--- src/rtl/quad_pkg.sv ---
// Shared types and the quadrature decode function for the encoder receive path.
// Phase states are written {a,b}; the forward sequence is 00 -> 10 -> 11 -> 01 -> 00.
package quad_pkg;

  typedef enum logic {INIT, RUN} state_t;

  typedef enum logic [1:0] {NONE, INC, DEC, ILLEGAL} dec_t;

  localparam logic [1:0] PH00 = 2'b00;
  localparam logic [1:0] PH10 = 2'b10;
  localparam logic [1:0] PH11 = 2'b11;
  localparam logic [1:0] PH01 = 2'b01;

  // Position of a phase state within one forward electrical cycle.
  function automatic logic [1:0] phase_idx(input logic [1:0] ph);
    logic [1:0] idx;
    case (ph)
      PH00:    idx = 2'd0;
      PH10:    idx = 2'd1;
      PH11:    idx = 2'd2;
      default: idx = 2'd3;
    endcase
    return idx;
  endfunction

  // A one-position move forward is INC, backward is DEC, two positions is ILLEGAL.
  function automatic dec_t decode(input logic [1:0] prev, input logic [1:0] cur);
    logic [1:0] d;
    dec_t       r;
    d = phase_idx(cur) - phase_idx(prev);
    case (d)
      2'd0:    r = NONE;
      2'd1:    r = INC;
      2'd3:    r = DEC;
      default: r = ILLEGAL;
    endcase
    return r;
  endfunction

endpackage

--- src/rtl/quad_decoder_counter_if.sv ---
// Encoder phases, counter control and position/status outputs of the quadrature decoder.
// master = the side driving encoder phases and control, slave = the decoder itself.
interface quad_decoder_counter_if #(parameter int N = 8);
  logic         a_in;
  logic         b_in;
  logic         ld;
  logic [N-1:0] d_in;
  logic         err_clr;
  logic [N-1:0] count;
  logic         dir;
  logic         step;
  logic         wrap;
  logic         err;

  modport master (output a_in, b_in, ld, d_in, err_clr,
                  input  count, dir, step, wrap, err);
  modport slave  (input  a_in, b_in, ld, d_in, err_clr,
                  output count, dir, step, wrap, err);
endinterface

--- src/rtl/quad_filter.sv ---
// Purpose: two-flop synchronizer plus stability filter for one asynchronous encoder phase.
// Latency: a new level sampled at edge 0 appears on filt at edge FILT+1.
// Backpressure: none; free-running, pulses shorter than FILT cycles are dropped.
module quad_filter #(
  parameter int FILT = 2
) (
  input  logic clk,
  input  logic clear,
  input  logic raw,
  output logic filt
);

  localparam int CW = (FILT > 1) ? $clog2(FILT) : 1;

  logic          s1;
  logic          s2;
  logic [CW-1:0] cnt;

  always_ff @(posedge clk) begin
    if (clear) begin
      s1   <= 1'b0;
      s2   <= 1'b0;
      filt <= 1'b0;
      cnt  <= '0;
    end else begin
      s1 <= raw;
      s2 <= s1;
      // cnt tracks how long the synchronized level has disagreed with filt
      if (s2 == filt) begin
        cnt <= '0;
      end else if (cnt == CW'(FILT - 1)) begin
        filt <= s2;
        cnt  <= '0;
      end else begin
        cnt <= cnt + 1'b1;
      end
    end
  end

endmodule

--- src/rtl/quad_decoder_counter.sv ---
// Purpose: quadrature decoder driving a loadable N-bit up/down position counter.
// Latency: count/step/wrap update FILT+2 edges after a phase change is first sampled.
// Backpressure: none; every accepted step is applied, ld overrides a coincident step.
module quad_decoder_counter
  import quad_pkg::*;
#(
  parameter int N    = 8,
  parameter int FILT = 2
) (
  input  logic                      clk,
  input  logic                      clear,
  quad_decoder_counter_if.slave     bus
);

  localparam int             TW    = $clog2(FILT + 3);
  localparam logic [TW-1:0]  T_EXP = TW'(FILT + 2);

  state_t         state_q;
  state_t         state_d;
  logic [TW-1:0]  tmr;
  logic           fa;
  logic           fb;
  logic [1:0]     cur;
  logic [1:0]     prev;
  dec_t           res;
  logic [N-1:0]   count_q;
  logic           dir_q;
  logic           step_q;
  logic           wrap_q;
  logic           err_q;

  quad_filter #(.FILT(FILT)) u_filt_a (.clk, .clear, .raw(bus.a_in), .filt(fa));
  quad_filter #(.FILT(FILT)) u_filt_b (.clk, .clear, .raw(bus.b_in), .filt(fb));

  assign cur = {fa, fb};

  always_ff @(posedge clk) begin
    if (clear) state_q <= INIT;
    else       state_q <= state_d;
  end

  // INIT waits until the filters have settled on the resting phase before decoding.
  always_comb begin
    state_d = state_q;
    res     = NONE;
    case (state_q)
      INIT: if (tmr == T_EXP) state_d = RUN;
      RUN:  res = decode(prev, cur);
    endcase
  end

  always_ff @(posedge clk) begin
    if (clear) begin
      tmr     <= '0;
      prev    <= PH00;
      count_q <= '0;
      dir_q   <= 1'b0;
      step_q  <= 1'b0;
      wrap_q  <= 1'b0;
      err_q   <= 1'b0;
    end else begin
      step_q <= 1'b0;
      wrap_q <= 1'b0;
      if (state_q == INIT && tmr != T_EXP) tmr <= tmr + 1'b1;
      if (state_d == RUN) prev <= cur;

      if (bus.ld) begin
        count_q <= bus.d_in;
      end else if (res == INC) begin
        count_q <= count_q + 1'b1;
        dir_q   <= 1'b1;
        step_q  <= 1'b1;
        wrap_q  <= (count_q == {N{1'b1}});
      end else if (res == DEC) begin
        count_q <= count_q - 1'b1;
        dir_q   <= 1'b0;
        step_q  <= 1'b1;
        wrap_q  <= (count_q == '0);
      end

      if (res == ILLEGAL)   err_q <= 1'b1;
      else if (bus.err_clr) err_q <= 1'b0;
    end
  end

  assign bus.count = count_q;
  assign bus.dir   = dir_q;
  assign bus.step  = step_q;
  assign bus.wrap  = wrap_q;
  assign bus.err   = err_q;

endmodule
--- src/flat_wrapper.sv ---
// flat-port wrapper written by rule: the top's interface ports become plain ports
module quad_decoder_counter_flat import quad_pkg::*;
#(
  parameter int N    = 8,
  parameter int FILT = 2
)
  (clk, clear, bus_a_in, bus_b_in, bus_ld, bus_d_in, bus_err_clr, bus_count, bus_dir, bus_step, bus_wrap, bus_err);
  quad_decoder_counter_if #(.N(N)) bus_i ();
  input  logic clk;
  input  logic clear;
  input wire logic [$bits(bus_i.a_in)-1:0] bus_a_in;
  input wire logic [$bits(bus_i.b_in)-1:0] bus_b_in;
  input wire logic [$bits(bus_i.ld)-1:0] bus_ld;
  input wire logic [$bits(bus_i.d_in)-1:0] bus_d_in;
  input wire logic [$bits(bus_i.err_clr)-1:0] bus_err_clr;
  output wire logic [$bits(bus_i.count)-1:0] bus_count;
  output wire logic [$bits(bus_i.dir)-1:0] bus_dir;
  output wire logic [$bits(bus_i.step)-1:0] bus_step;
  output wire logic [$bits(bus_i.wrap)-1:0] bus_wrap;
  output wire logic [$bits(bus_i.err)-1:0] bus_err;
  assign bus_i.a_in = bus_a_in;
  assign bus_i.b_in = bus_b_in;
  assign bus_i.ld = bus_ld;
  assign bus_i.d_in = bus_d_in;
  assign bus_i.err_clr = bus_err_clr;
  assign bus_count = bus_i.count;
  assign bus_dir = bus_i.dir;
  assign bus_step = bus_i.step;
  assign bus_wrap = bus_i.wrap;
  assign bus_err = bus_i.err;
  quad_decoder_counter #(.N(N), .FILT(FILT)) u_core (.clk(clk), .clear(clear), .bus(bus_i));
endmodule
--- config.mk ---
export PLATFORM = sky130hd
export DESIGN_NAME = quad_decoder_counter_flat
export DESIGN_NICKNAME = d
export VERILOG_FILES = /design/src/rtl/quad_pkg.sv /design/src/rtl/quad_decoder_counter_if.sv /design/src/rtl/quad_filter.sv /design/src/rtl/quad_decoder_counter.sv /design/src/flat_wrapper.sv
export SDC_FILE = /design/constraint.sdc
export NUM_CORES = 1
export LEC_CHECK = 0
export BUFFER_PORTS_ARGS = -buffer_cell sky130_fd_sc_hd__buf_2
export CAP_MARGIN = 25
export CORE_MARGIN = 2
export CORE_UTILIZATION = 59
export CTS_CLUSTER_DIAMETER = 40
export DETAILED_ROUTE_END_ITERATION = 8
export PLACE_DENSITY = 0.87
export SLEW_MARGIN = 15
export SYNTH_ARGS = -nofsm -noshare
export SYNTH_HDL_FRONTEND = slang
export SYNTH_SLANG_ARGS = --single-unit
--- constraint.sdc ---
create_clock -name clk -period 5.3 [get_ports clk]
set_input_delay 0.53 -clock clk [delete_from_list [all_inputs] [get_ports clk]]
set_output_delay 0.53 -clock clk [all_outputs]
set_load 0.05 [all_outputs]
==> results.ini <==
[status]
status = finished, final reports clean

[placed_design]
dpl_cell_area_um2 = 1600
place_hpwl_um = 2130
place_ws_ns = 2.00
port_buffers = 25
routabilityCongestion = 0.869

[final_layout]
fin_nets = 218
syn2layout_area_growth_pct = 12.5
antenna_cells = 0
largest_reg_flops = 8
layout-drive-gt1-share_pct = 19.4
num-fill-cells = 184
stdcell_area_um2 = 1660

[drt]
final_antenna_net_count = 0
dr.max_layer_used = met4
vias_per_cell = 5.56
route.detailed.drc = 0
wl_met2_um = 1360
num_vias = 1202
drtPass1Iterations = 4
drt_wl_total_um = 2890
wl_met3_um = 154
post_drt_wl_per_cell_um = 13.4
drt_iter0_drc = 10
wl_met1_um = 1330

[synth]
synth_top_area_share_pct = 35.3
ys_ff_latch = 26
yosysTopAreaCell = dfxtp_1
postSynthAreaPerCell_um2 = 9.03
synth_cell_type_count = 38
yosysSeqAreaShare_pct = 35.3
yosys_warnings = 0
synth_area_um2 = 1470
syn_nets = 194
netlist_instances = 163
synth_area_leaders = dfxtp_1 35%, ha_1 14%, xnor2_1 5.9%, nor2_1 5.4%, mux2i_1 4.8%

[worst_setup_path]
arrival_ns = 3.63
crit_required_ns = 5.55
critPathLaunchType = flop
setup.worst_path.class = reg -> reg
endpoint_kind = flop
path_max_fanout = 10

[floorplanning]
die_area_um2 = 2910
ios = 26
rows = 18
core_area_um2 = 2410
die_w_um = 54.0
dieHeight_um = 54.0
start_util_pct = 61.1

[global_routing]
first_global_vias = 1094
grt_use_total_pct = 22.6
grt_first_pass_wirelength_um = 4800
grt_antenna_before_repair = 0
overflow = 0
grt_start_max_net_pins = 27

[sta]
setup_viol = 0
rsz0062_at_grt = no
fin_ws_ns = 1.92
slew_viol_final = 0
skew_ns = 0.0111
slew_headroom_pct = 63.5
period_needed_ns = 3.38
fmax_ghz = 0.296
worst_pin_slew_ns = 0.547
tns_ns = 0
report.final.hold_viol_count = 0
fin_crit_sh_pct = 63.7

[clock_network]
cts_tree = done
post_cts_buffers = 0
cts_buffers = 3
cts.sinks = 26
cts_resized = 0
clockBufferDepth = 2
clock_latency_ns = 0.34
clk_pin_slew_ns = 0.15
cts_root_buffer = clkbuf_4
h-tree-depth = 1
cts.hold.buffers_added = 0

[pwr]
cellLeakagePower_uw = 0.000759
ir_worst_vdd_uv = 209
power_density_nw_per_um2 = 286

[worst_hold_path]
min_path_type = in -> reg

[run]
drv_cap = 0

-- cell type report --
| type | instances | area, um2 | area share [%] |
|---|---|---|---|
| clock inverters | 1 | 30.0 | 1.81 |
| clock buffers | 3 | 22.5 | 1.36 |
| repair buffers | 25 | 125 | 7.55 |
| inverters | 10 | 37.5 | 2.27 |
| well taps | 30 | 37.5 | 2.27 |
| flip-flops and latches | 26 | 520 | 31.4 |
| multi-input cells | 121 | 883 | 53.3 |
-- where the power goes --
group          internal [uW]  total [uW]  switching, uW
clock network           76.6         140           63.1
logic                   44.4         107           62.4
registers                211         227           16.4
total                    332         474            142
-- cell usage in the layout (no fill, tap or decap), types with 2 or more instances in the layout --
cell / synthesis / layout
dfxtp_1: 26 / 26
buf_2: 1 / 25
nor2_1: 21 / 21
ha_1: 16 / 16
inv_1: 10 / 10
xnor2_1: 10 / 10
a21oi_1: 10 / 10
mux2i_1: 7 / 7
nand2_1: 6 / 6
nor3_1: 5 / 5
o21ai_0: 4 / 4
nor2b_1: 4 / 4
xor2_1: 3 / 3
a31oi_1: 3 / 3
nor3b_1: 3 / 3
nand2b_1: 3 / 3
clkbuf_4: 0 / 3
o21ai_2: 2 / 2
nand3_1: 2 / 2
a32oi_1: 2 / 2
and3_1: 2 / 2
nor4_1: 2 / 2
nand4_1: 2 / 2
-- synth_stat cells --
cell      count
o211ai_1      1
nand2b_1      3
a32oi_1       2
o21ai_1       1
o21ba_1       1
nor3b_2       1
buf_6         1
mux2_2        1
a21oi_1      10
nand3_1       2
a221o_1       1
o21a_1        1
a31oi_1       3
nor2_1       21
a21boi_1      1
o21ai_2       2
a211oi_1      1
nor3b_1       3
inv_1        10
o21bai_1      1
nand4_1       2
nor3_1        5
ha_1         16
a21oi_2       1
nand2_1       6
xor2_1        3
nor2b_1       4
or3_4         1
xnor2_1      10
dfxtp_1      26
mux2i_1       7
fa_1          1
o21ai_0       4
nor4_1        2
buf_2         1
a31o_2        1
clkbuf_1      4
and3_1        2
-- through the flow --
step                      hold slack, ns  utilization (%)  power [uW]  std cells
after global routing               0.393             68.7         500        216
after global placement             0.417             66.6         330        212
after CTS                          0.389             68.7         478        216
after detailed placement           0.425             66.6         338        212
after floorplan                    0.414                -         313        163
final                              0.399             68.7         474        216
-- worst max-delay path, stage by stage, from the launching register on --
cell	delay [ns]
dfxtp_1	0.42
inv_1	0.07
ha_1	0.28
ha_1	0.31
inv_1	0.07
ha_1	0.25
nor2_1	0.14
nand3_1	0.37
ha_1	0.49
a21oi_1	0.28
o21ai_0	0.19
a211oi_1	0.26
a31o_2	0.13
a21boi_1	0.05
-- worst paths after layout --
path | startpoint | end | slack [ns] | cells after the start
worst max-delay path | u_core.u_filt_a.filt | u_core.bus.count[6] | 1.92 | 13
worst min-delay path | bus_a_in | u_core.u_filt_a.s1 | 0.40 | 2
worst max register to register | u_core.u_filt_a.filt | u_core.bus.count[6] | 1.92 | 13
worst min register to register | u_core.u_filt_b.s1 | u_core.u_filt_b.s2 | 0.46 | 1
-- metal layers --
layer	up-vias	track usage, %
met5	-	0
met4	0	9.40
met3	7	3.61
met2	31	36.6
met1	555	29.8
li1	609	-
-- kinds of logic after synthesis --
kind of cell / count (synthesis) / synth area share, %
AO/OA/AOI/OAI: 31 / 13.9
flip-flops: 26 / 35.3
XOR/XNOR: 13 / 7.73
multiplexers: 8 / 5.52
adder cells (fa/ha/maj): 17 / 15.0
buffers and inverters: 16 / 4.67
AND/OR/NAND/NOR: 52 / 17.9
No activity file was read; power rests on OpenSTA's default activity.
